**config.mk**
```make
export PLATFORM = sky130hd
export DESIGN_NAME = sscd
export DESIGN_NICKNAME = d
export VERILOG_FILES = /design/src/rtl/sscd.sv
export SDC_FILE = /design/constraint.sdc
export NUM_CORES = 1
export LEC_CHECK = 0
export ABC_CLOCK_PERIOD_IN_PS = 2000
export CORE_MARGIN = 2
export CORE_UTILIZATION = 46
export DETAILED_ROUTE_END_ITERATION = 10
export PLACE_DENSITY = 0.77
export REMOVE_ABC_BUFFERS = 1
export SYNTH_ARGS = -nofsm -noshare
export SYNTH_HDL_FRONTEND = slang
export SYNTH_SLANG_ARGS = --single-unit
```
**constraint.sdc**
```tcl
create_clock -name clk -period 2 [get_ports clk]
set_input_delay 0.3 -clock clk [delete_from_list [all_inputs] [get_ports clk]]
set_output_delay 0.3 -clock clk [all_outputs]
set_load 0.05 [all_outputs]
```
**src/rtl/sscd.sv**
```systemverilog
// Serial 1-0-1-1-0 detector: registered match pulse one cycle after the accepting bit,
// saturating match counter, sticky flag and a 5-bit LED shift view; no backpressure, din_valid strobes bits.
module sscd #(
    parameter int OVERLAP = 1,
    parameter int CNT_W   = 8
) (
    input  logic             clk,
    input  logic             rst_n,
    input  logic             din_valid,
    input  logic             din,
    input  logic             clr,
    output logic             match,
    output logic             sticky,
    output logic [CNT_W-1:0] match_cnt,
    output logic [2:0]       state_o,
    output logic [4:0]       Led
);

    typedef enum logic [2:0] {
        S_IDLE = 3'd0,
        S_1    = 3'd1,
        S_10   = 3'd2,
        S_101  = 3'd3,
        S_1011 = 3'd4
    } state_t;

    localparam logic [CNT_W-1:0] CNT_MAX = '1;

    state_t           state_q, state_d;
    logic             hit_d;
    logic             match_q;
    logic             sticky_q, sticky_d;
    logic [CNT_W-1:0] cnt_q, cnt_d;
    logic [4:0]       led_q, led_d;

    always_comb begin
        state_d = state_q;
        hit_d   = 1'b0;
        case (state_q)
            S_IDLE: if (din_valid) state_d = din ? S_1 : S_IDLE;
            S_1:    if (din_valid) state_d = din ? S_1 : S_10;
            S_10:   if (din_valid) state_d = din ? S_101 : S_IDLE;
            S_101:  if (din_valid) state_d = din ? S_1011 : S_10;
            S_1011: begin
                if (din_valid) begin
                    if (din) begin
                        state_d = S_1;
                    end else begin
                        // Overlap keeps the trailing "10" of the match as a fresh prefix.
                        hit_d   = 1'b1;
                        state_d = (OVERLAP != 0) ? S_10 : S_IDLE;
                    end
                end
            end
            default: state_d = S_IDLE;
        endcase
    end

    always_comb begin
        cnt_d    = cnt_q;
        sticky_d = sticky_q;
        if (clr) begin
            cnt_d    = '0;
            sticky_d = 1'b0;
        end else if (hit_d) begin
            sticky_d = 1'b1;
            if (cnt_q != CNT_MAX) cnt_d = cnt_q + 1'b1;
        end
        led_d = din_valid ? {led_q[3:0], din} : led_q;
    end

    always_ff @(posedge clk or negedge rst_n) begin
        if (!rst_n) begin
            state_q  <= S_IDLE;
            match_q  <= 1'b0;
            sticky_q <= 1'b0;
            cnt_q    <= '0;
            led_q    <= 5'd0;
        end else begin
            state_q  <= state_d;
            match_q  <= hit_d;
            sticky_q <= sticky_d;
            cnt_q    <= cnt_d;
            led_q    <= led_d;
        end
    end

    assign match     = match_q;
    assign sticky    = sticky_q;
    assign match_cnt = cnt_q;
    assign state_o   = state_q;
    assign Led       = led_q;

endmodule

```
==> results of run 1 <==
==> worst max path at each step <==
stage | end | depth (start not counted) | slack, ns | from
after floorplan | match_cnt[5]$_DFFE_PN0P_ | 5 | 0.17 | match_cnt[0]$_DFFE_PN0P_
after global placement | match_cnt[7]$_DFFE_PN0P_ | 5 | 0.12 | din
after detailed placement | match_cnt[5]$_DFFE_PN0P_ | 5 | 0.07 | din
after CTS | state_o[0] | 1 | 0.06 | state_o[0]$_DFFE_PN0P_
after global routing | state_o[0] | 1 | 0.005 | state_o[0]$_DFFE_PN0P_
final | state_o[0] | 1 | 0.07 | state_o[0]$_DFFE_PN0P_
==> kinds of logic (layout without fill, tap and decap cells) <==
group	count (synthesis)	count (layout)	synth area share, %
multiplexers	6	6	7.91
XOR/XNOR	1	1	1.04
buffers and inverters	7	35	3.28
AO/OA/AOI/OAI	19	19	14.8
AND/OR/NAND/NOR	24	24	17.8
flip-flops	18	18	53.7
adder cells (fa/ha/maj)	1	1	1.49
==> power by group through the flow <==
stage / clock network, uW / logic, uW / registers (uW)
floorplan: 0 / 70.9 / 580
global placement: 0 / 313 / 451
detailed placement: 0 / 317 / 455
CTS: 230 / 318 / 447
global route: 239 / 334 / 454
finish: 220 / 315 / 447
==> metal layers <==
metal	global-route usage [%]	part of all wire (%)	vias up
met4	10.0	1.1	0
met2	26.7	48	10
li1	-	-	333
met5	0	0	-
met1	25.3	49	314
met3	1.18	2.1	2
==> state kept, by name, summed over array words and instances, names as in the netlist <==
name and flops:
Led 5, match 1, match_cnt 8, state_o 3
sticky 1
==> cell type report <==
type	instances	area share [%]
repair buffers	26	21.8
multi-input cells	51	31.4
inverters	5	1.64
flip-flops and latches	18	39.3
clock buffers	4	3.16
well taps	25	2.73
==> worst register-to-register path, cell delays in order, from the launching register on <==
cell,delay (ns)
dfrtp_1,0.43
ha_1,0.26
nand3_1,0.14
o211ai_4,0.11
or4_1,0.48
a21oi_1,0.15
==> cells in the mapped netlist <==
cell,n
clkbuf_1,1
clkbuf_2,1
nand3_1,4
a21oi_1,7
nand4_1,2
or3_1,1
and2b_1,1
nor3_1,1
nand2_1,2
and4_1,1
nor3b_4,1
o31ai_1,2
o211ai_4,1
nand2b_1,1
o21ai_0,5
o22ai_1,2
or4_1,2
a22oi_1,1
a211oi_1,1
mux2i_1,1
dfrtp_1,18
inv_1,5
nor2_1,5
or2b_1,1
or3_2,2
xor2_1,1
ha_1,1
mux2_2,5
==> through the flow <==
stage | power, uW | hold WS (ns)
2_1_floorplan | 651 | 0.00441
3_3_place_gp | 764 | 0.490
3_5_place_dp | 772 | 0.490
4_1_cts | 995 | 0.332
5_1_grt | 1030 | 0.345
6_report | 983 | 0.326
==> results by group, run 1 <==
Clock tree
  – Bufs on Longest Clock Path: 2
  – Clk Latency, worst-skew pair: 0.29 ns
  – Root buffer cell: clkbuf_4
  – CTS tree: yes
  – Cts hold-fix bufs: 0
  – Post-CTS setup buffer count: 0
  – Clock slew at reported path FFs: 0.10 ns
  – Htree depth: 1
  – CTS Sinks: 18
  – Cts bufs inserted: 3
  – PostCTS Resize Cnt: 0

Synthesis
  – Mapped Area: 838 um2
  – Yosys top cell area share: 53.7%
  – Sequential area share after synthesis: 53.7%
  – Syn Area/Cell: 11.0 um2
  – Post-synthesis cell count: 76
  – Cell variety after synth: 28
  – Cell type with the largest total area after synthesis: dfrtp_1
  – Syn. warnings: 0
  – Seq cells post-synth: 18
  – Synth top area cells: dfrtp_1, mux2_2, a21oi_1

Setup path
  – Setup crit start kind: flop
  – Slowest stage delay, CP: 0.85 ns
  – R2R Path Start: match_cnt[0]$_DFFE_PN0P_
  – Crit Path Class: flop to output port
  – Worst setup EP type: output port
  – Slowest-stage cell, CP: clkdlybuf4s50_1
  – RR Endpoint: match_cnt[5]$_DFFE_PN0P_
  – R2R setup slack: 0.36 ns
  – Crit path buffers/inverters: 1
  – R2R depth: 5
  – Worst Path Max Fanout: 7
  – Critical-path cell list: clkdlybuf4s50_1
  – WP data required: 1.70 ns
  – WP data arrival: 1.63 ns
  – CP delay by family, top: buffers and inverters

Routing
  – Pre-Repair DR Iteration Count: 4
  – WL per Instance: 12.8 um
  – # DRC: 0
  – DRT iter0 DRCs: 6
  – Vias: 659
  – Via-to-Cell Ratio: 5.11
  – Post-route antenna net violation count: 0
  – Wirelength, routed: 1650 um

Timing
  – Setup ws final: 0.0704 ns
  – Max_slew headroom: 66.5%
  – RSZ-0062 raised after global routing: no
  – Tmin final: 1.93 ns
  – F_max: 518 MHz
  – Least-Margin Pin Slew: 0.501 ns
  – Max-slew violations: 0
  – Final setup viols: 0
  – Worst Skew: 0.00389 ns
  – Setup TNS Final: 0 ns
  – Number of hold violations in the final report: 0
  – Final Cycle Share: 96.5%

Layout
  – Final #Nets: 111
  – Reg area: 450 um2
  – Commonest non-fill, non-tap cell in the layout: clkdlybuf4s50_1
  – Final core utilization: 66.4%
  – Final Instance Area: 1150 um2
  – Footprint of the multi-input gates: 360 um2
  – Antenna Cells: 0
  – Most frequent cells in the layout: clkdlybuf4s50_1, dfrtp_1, a21oi_1
  – Non-filler cells, final: 129
  – Area grow syn2layout: 36.9%
  – Share of layout cells above drive strength 1: 16.3%
  – FILL cells: 156

Power
  – Internal power: 630 uW
  – Peak VDD IR: 0.683 mV
  – Part of the power in the clock network: 22.4%
  – Leak: 0.000472 uW
  – Reg power frac: 45.5%
  – Pwr Density: 856 nW/um2
  – Switching share of power: 35.9%
  – Sw power: 353 uW
  – Combinational Power Share: 32.1%

Placed design
  – Area after DPL: 1110 um2
  – Pre-CTS WS: 0.0684 ns
  – Final Wtd Congestion: 0.788
  – Inst Count DP: 125
  – Hpwl dp: 1220 um
  – Count of port buffers added during placement: 22

Floorplanning
  – Die Height: 46.7 um
  – Total I/O pin count: 23
  – Initial Util: 48.6%
  – Row cnt: 15
  – Core area: 1730 um2
  – Die area: 2180 um2
  – Die X-Extent: 46.7 um

Global route
  – Aggregate global routing overflow: 0
  – Global-route wire length before repair: 2710 um
  – All-Layer GR Usage: 17.8%
  – Vias in the first global route: 618
  – Number of antenna violations at the first check in global routing: 0
  – Largest net degree at the start of global routing: 19

Job
  – Maximum Capacitance Violations: 0

Run status
  – Status: finished, final reports clean

Min path
  – Hold WC Path Type: input pin to async pin
(Power assumes the default switching activity.)
==> run 2: changes to the inputs <==
- ABC_AREA: unset -> 1
- CORE_UTILIZATION: 46 -> 48
==> run 2 against run 1 <==
Flip-flop and latch count unchanged. First-iteration DRC count increased to 3.5 times the previous value. Sequential share of layout area decreased by 3.8 points. Synthesized area increased by 19%. Clock skew about the same. Critical path depth unchanged. Global-route usage decreased by 0.69 points. Hold slack got worse by 0.0093 ns. Wire length increased by 15%. Utilization decreased by 1.7 points. Critical path type unchanged. Critical endpoint is now match_cnt[2]. Largest power group unchanged. Highest routed layer unchanged.
==> results by group, run 2 <==
Run status
  – Status: finished, final reports clean

Synthesis
  – Syn Area/Cell: 8.35 um2 (-24%)
  – Async SR Flop Fraction: 100% (unchanged)
  – Cell variety after synth: 22 (-21%)
  – Cell type with the largest total area after synthesis: dfrtp_1
  – Syn. warnings: 0 (unchanged)
  – Seq cells post-synth: 18 (unchanged)
  – Top FF cell, synth: dfrtp_1
  – Synth top area cells: dfrtp_1, nand2_1, inv_1
  – Most numerous cell in the Yosys netlist: nand2_1
  – Post-synthesis cell count: 119 (+57%)
  – Number of flops mapped to enable cells by yosys: 0 (unchanged)
  – Sequential area share after synthesis: 45.3% (-8.4 points)
  – Mapped Area: 993 um2 (+19%)
  – Top cells by count, synth: nand2_1, dfrtp_1, inv_1, nor2_1
  – Yosys top cell area share: 45.3% (-8.4 points)

Floorplanning
  – Die Height: 49.5 um (+6.0%)
  – Total I/O pin count: 23 (unchanged)
  – Row cnt: 16 (+1)
  – Die X-Extent: 49.5 um (+6.0%)
  – Die area: 2450 um2 (+12%)
  – Initial Util: 50.6% (+2.1 points)
  – Core area: 1960 um2 (+14%)

Clock tree
  – CTS Sinks: 18 (unchanged)
  – PostCTS Resize Cnt: 0 (unchanged)
  – Cts bufs inserted: 3 (unchanged)
  – Clk Latency, worst-skew pair: 0.29 ns (about the same)
  – Clock slew at reported path FFs: 0.11 ns (about the same)
  – Post-CTS setup buffer count: 0 (unchanged)
  – Cts hold-fix bufs: 0 (unchanged)
  – Htree depth: 1 (unchanged)
  – CTS tree: yes
  – Bufs on Longest Clock Path: 2 (unchanged)
  – Root buffer cell: clkbuf_4

Placed design
  – Inst Count DP: 168 (+34%)
  – Final Wtd Congestion: 0.809 (+2.7%)
  – Hpwl dp: 1420 um (+16%)
  – Pre-CTS WS: 0.345 ns (+0.276 ns)
  – Count of port buffers added during placement: 22 (unchanged)

Timing
  – Worst Skew: 0.00356 ns (-0.000333 ns)
  – Tmin final: 1.91 ns (-0.0196 ns)
  – Setup ws final: 0.0900 ns (+0.0196 ns)
  – Final setup viols: 0 (unchanged)
  – Setup TNS Final: 0 ns (unchanged)
  – Final Cycle Share: 95.5% (-0.98 points)
  – Least-Margin Pin Slew: 0.499 ns (-0.00133 ns)
  – RSZ-0062 raised after global routing: no
  – Max_slew headroom: 66.6% (+0.089 points)
  – F_max: 524 MHz (+1.0%)
  – Max-slew violations: 0 (unchanged)
  – Number of hold violations in the final report: 0 (unchanged)

Global route
  – Global-route wire length before repair: 3250 um (+20%)
  – Aggregate global routing overflow: 0 (unchanged)
  – All-Layer GR Usage: 17.1% (-0.69 points)
  – Largest net degree at the start of global routing: 19 (unchanged)
  – Number of antenna violations at the first check in global routing: 0 (unchanged)
  – Vias in the first global route: 731 (+18%)

Setup path
  – Crit path buffers/inverters: 1 (unchanged)
  – Slowest-stage cell, CP: clkdlybuf4s50_1
  – Critical-path cell list: clkdlybuf4s50_1
  – Crit Path Class: flop to output port
  – Setup crit start kind: flop
  – WP data required: 1.70 ns (about the same)
  – Slowest stage delay, CP: 0.84 ns (about the same)
  – WP data arrival: 1.61 ns (-0.02 ns)
  – Worst setup EP type: output port
  – CP delay by family, top: buffers and inverters
  – Worst Path Max Fanout: 6 (-1)

Layout
  – Area grow syn2layout: 28.0%
  – Commonest non-fill, non-tap cell in the layout: nand2_1
  – Number of flip-flops under the largest register name: 8 (unchanged)
  – Non-filler cells, final: 172 (+33%)
  – Antenna Cells: 0 (unchanged)
  – Most frequent cells in the layout: nand2_1, clkdlybuf4s50_1, dfrtp_1, inv_1, nor2_1
  – Final #Nets: 152 (+37%)
  – Share of layout cells above drive strength 1: 17.9% (+1.6 points)
  – FILL cells: 172 (+10%)

Routing
  – DRT iter0 DRCs: 21 (+15)
  – WL per Instance: 11.0 um (-14%)
  – Vias: 827 (+25%)
  – Via-to-Cell Ratio: 4.81 (-5.9%)
  – Pre-Repair DR Iteration Count: 4 (unchanged)
  – # DRC: 0 (unchanged)
  – Post-route antenna net violation count: 0 (unchanged)
  – Wirelength, routed: 1890 um (+15%)

Power
  – Leak: 0.000587 uW (+24%)
  – Peak VDD IR: 0.403 mV (-41%)
  – Power Total: 925 uW (-5.8%)
  – Pwr Density: 728 nW/um2 (-15%)

Job
  – Maximum Capacitance Violations: 0 (unchanged)

Min path
  – Hold WC Path Type: input pin to async pin
## run 2: changes by cell type in the layout (fill, tap and decap cells not counted), sizes merged, moves of 4 or more
cell	delta
nand2	+35
inv	+13
mux2	-5
nor2	+7
nand3	+6
a21oi	-4
o21ai	+8
## run 2: worst paths after layout
path / from / endpoint / slack [ns] / cells past startpoint
min in group clk: Led[4]$_DFFE_PN0P_ / Led[4]$_DFFE_PN0P_ / 0.50 / 2
setup / recovery: match_cnt[2]$_DFFE_PN0P_ / match_cnt[2] / 0.09 / 1
hold / removal: rst_n / Led[3]$_DFFE_PN0P_ / 0.32 / 2
max in group asynchronous: rst_n / match_cnt[4]$_DFFE_PN0P_ / 1.49 / 2
hold reg to reg: Led[4]$_DFFE_PN0P_ / Led[4]$_DFFE_PN0P_ / 0.50 / 2
setup reg to reg: match_cnt[1]$_DFFE_PN0P_ / match_cnt[3]$_DFFE_PN0P_ / 0.60 / 8
## run 2: area by class of cell
type | instances | area [um2] | share of cell area, %
Tap cell | 27 | 33.8 | 2.66
Clock buffer | 4 | 36.3 | 2.85
Inverter | 19 | 85.1 | 6.69
Sequential cell | 18 | 450 | 35.4
Multi-Input combinational cell | 81 | 438 | 34.4
Timing Repair Buffer | 23 | 228 | 17.9
## run 2: cell families after synthesis
logic type,count (synthesis),share of synthesized area [%]
adder cells (fa/ha/maj),1,1.26
XOR/XNOR,1,0.882
buffers and inverters,20,10.6
AND/OR/NAND/NOR,61,30.5
AO/OA/AOI/OAI,18,11.5
flip-flops,18,45.3
## run 2: through the flow
stage	cell area, um2	utilization [%]	hold slack, ns
after detailed placement	1230	62.9	0.482
after floorplan	973	-	0.00441
after global placement	1230	62.9	0.465
after CTS	1270	64.8	0.323
final	1270	64.8	0.317
after global routing	1270	64.8	0.336
## run 2: layer usage
layer | vias to the layer above | GRT usage, % | share of wire [%]
li1 | 428 | - | -
met1 | 375 | 23.6 | 48
met2 | 20 | 26.6 | 47
met3 | 4 | 3.03 | 4.2
met4 | 0 | 6.94 | 1.4
met5 | - | 0 | 0
## run 2: where the power goes
part	internal, uW	switching (uW)	leakage, uW
logic	90.2	181	0.000327
clock network	111	117	0.0000210
registers	393	33.2	0.000239
total	594	331	0.000587
==> run 3: changes to the inputs <==
- ABC_CLOCK_PERIOD_IN_PS: 2000 -> 1700
- CORE_UTILIZATION: 48 -> 44
- CTS_CLUSTER_DIAMETER: unset -> 150
- PLACE_DENSITY: 0.77 -> 0.74
- SKIP_LAST_GASP: unset -> 1
- clock period: 2 -> 1.7 ns (I/O delays scaled with it)
==> run 3 against run 2 <==
Cell count increased by 1.2%. Non-clock buffer count increased by 1. First-iteration DRC count decreased by 43%. Critical path depth increased by 7.
==> results by group, run 3 (synthesized netlist as in run 2, its figures left out) <==
Global route
  – Aggregate global routing overflow: 0 (unchanged)
  – Global-route wire length before repair: 3260 um (+0.43%)
  – Vias in the first global route: 775 (+6.0%)
  – All-Layer GR Usage: 16.8% (-0.29 points)
  – Number of antenna violations at the first check in global routing: 0 (unchanged)
  – Largest net degree at the start of global routing: 19 (unchanged)

Clock tree
  – PostCTS Resize Cnt: 0 (unchanged)
  – Htree depth: 1 (unchanged)
  – Cts bufs inserted: 3 (unchanged)
  – Post-CTS setup buffer count: 0 (unchanged)
  – Clk Latency, worst-skew pair: 0.31 ns (+0.02 ns)
  – Cts hold-fix bufs: 0 (unchanged)
  – CTS Sinks: 18 (unchanged)
  – Root buffer cell: clkbuf_4
  – CTS tree: yes
  – Bufs on Longest Clock Path: 2 (unchanged)
  – Clock slew at reported path FFs: 0.11 ns (about the same)

Setup path
  – Setup crit start kind: flop
  – Slowest-stage cell, CP: dfrtp_1
  – Slowest stage delay, CP: 0.45 ns (-0.39 ns)
  – Critical-path cell list: ha_1 -> nand2_2 -> nor2_2 -> nand3_2 -> nand2_4 -> inv_1 -> nand2_1 -> nand2_1
  – Crit path launch: match_cnt[1]$_DFFE_PN0P_
  – WP data arrival: 1.63 ns (+0.02 ns)
  – WP data required: 1.91 ns (+0.21 ns)
  – Crit Path Class: flop to flop
  – Worst path most repeated cell: nand2_1
  – Worst Path Max Fanout: 15 (+9)
  – R2R Path Start: match_cnt[1]$_DFFE_PN0P_
  – Worst setup EP type: flop

Layout
  – Non-filler cells, final: 174 (+1.2%)
  – Final Instance Area: 1230 um2 (-2.9%)
  – Antenna Cells: 0 (unchanged)
  – Number of flip-flops under the largest register name: 8 (unchanged)
  – Share of layout cells above drive strength 1: 30.8% (+13 points)
  – Final core utilization: 56.9% (-7.9 points)
  – Area grow syn2layout: 24.3%
  – Most frequent cells in the layout: nand2_1, buf_4, dfrtp_1, inv_1, nor2_1
  – Commonest non-fill, non-tap cell in the layout: nand2_1
  – FILL cells: 214 (+24%)
  – Final #Nets: 153 (+0.66%)

Timing
  – Worst Skew: 0.00623 ns (+0.00267 ns)
  – F_max: 700 MHz
  – Final setup viols: 0 (unchanged)
  – Number of hold violations in the final report: 0 (unchanged)
  – Min Hold Slack: 0.290 ns (-0.0268 ns)
  – Final Cycle Share: 84.0%
  – Max_slew headroom: 84.8% (+18 points)
  – Least-Margin Pin Slew: 0.228 ns (-0.271 ns)
  – Tmin final: 1.43 ns
  – RSZ-0062 raised after global routing: no
  – Max-slew violations: 0 (unchanged)
  – Setup TNS Final: 0 ns (unchanged)

Routing
  – DRT iter0 DRCs: 12 (-43%)
  – Wirelength, routed: 1960 um (+3.4%)
  – # DRC: 0 (unchanged)
  – Pre-Repair DR Iteration Count: 4 (unchanged)
  – Via-to-Cell Ratio: 4.79 (-0.31%)
  – WL per Instance: 11.3 um (+2.2%)
  – Vias: 834 (+0.85%)
  – Post-route antenna net violation count: 0 (unchanged)

Placed design
  – Count of port buffers added during placement: 22 (unchanged)
  – Hpwl dp: 1470 um (+3.1%)
  – Inst Count DP: 170 (+1.2%)
  – Area after DPL: 1200 um2 (-2.9%)
  – Final Wtd Congestion: 0.778 (-3.8%)

Power
  – Leak: 0.000622 uW (+6.0%)
  – Pwr Density: 876 nW/um2 (+20%)
  – Peak VDD IR: 0.541 mV (+34%)

Floorplanning
  – Die X-Extent: 51.5 um (+4.1%)
  – Die Height: 51.5 um (+4.1%)
  – Row cnt: 17 (+1)
  – Core area: 2170 um2 (+11%)
  – Initial Util: 45.8% (-4.8 points)
  – Total I/O pin count: 23 (unchanged)
  – Die area: 2650 um2 (+8.3%)

Min path
  – Hold WC Path Type: input pin to async pin

Run status
  – Status: finished, final reports clean

Job
  – Maximum Capacitance Violations: 0 (unchanged)
-- run 3: changes by cell type in the layout (fill, tap and decap cells not counted), sizes merged --
cell           change
clkdlybuf4s50     -18
buf               +19
-- run 3: layout make-up --
cell class,count,area [um2],share of cell area [%]
inverter,19,85.1,6.89
clock buffer,4,36.3,2.94
timing repair buffer,24,190,15.4
multi-input combinational,81,438,35.5
sequential,18,450,36.5
tap,28,35.0,2.84
-- run 3: path summary, 6_finish.rpt --
kind                                            endpoint  slack, ns  depth (start not counted)
worst max-delay path            match_cnt[3]$_DFFE_PN0P_       0.27                          8
worst min-delay path                  Led[4]$_DFFE_PN0P_       0.29                          2
worst max register to register  match_cnt[3]$_DFFE_PN0P_       0.27                          8
worst min register to register        Led[0]$_DFFE_PN0P_       0.51                          2
max in group asynchronous       match_cnt[4]$_DFFE_PN0P_       1.21                          2
min in group clk                      Led[0]$_DFFE_PN0P_       0.51                          2
-- run 3: metrics by stage --
stage | setup slack (ns) | total power [uW]
4_1_cts | 0.258 | 1090
5_1_grt | 0.136 | 1130
3_5_place_dp | 0.166 | 821
2_1_floorplan | 0.0273 | 715
3_3_place_gp | 0.185 | 813
6_report | 0.272 | 1080
-- run 3: per-layer routing --
| layer | wire (um) | up-vias | track usage [%] | part of all wire [%] |
|---|---|---|---|---|
| li1 | - | 426 | - | - |
| met5 | 0 | - | 0 | 0 |
| met3 | 94 | 5 | 2.01 | 4.8 |
| met4 | 49 | 0 | 9.21 | 2.5 |
| met2 | 914 | 24 | 28.0 | 47 |
| met1 | 901 | 379 | 21.2 | 46 |
-- run 3: power by group --
group	switching, uW	internal (uW)
Clock	141	131
Sequential	39.2	462
Combinational	214	95.5
-- run 3: worst max-delay path, delay by kind of cell (launching register included) --
family | cells | cell delay (ns)
adders and majority gates | 1 | 0.22
and+or+nand+nor | 6 | 0.60
buffers and inverters | 1 | 0.06
DFF | 1 | 0.45
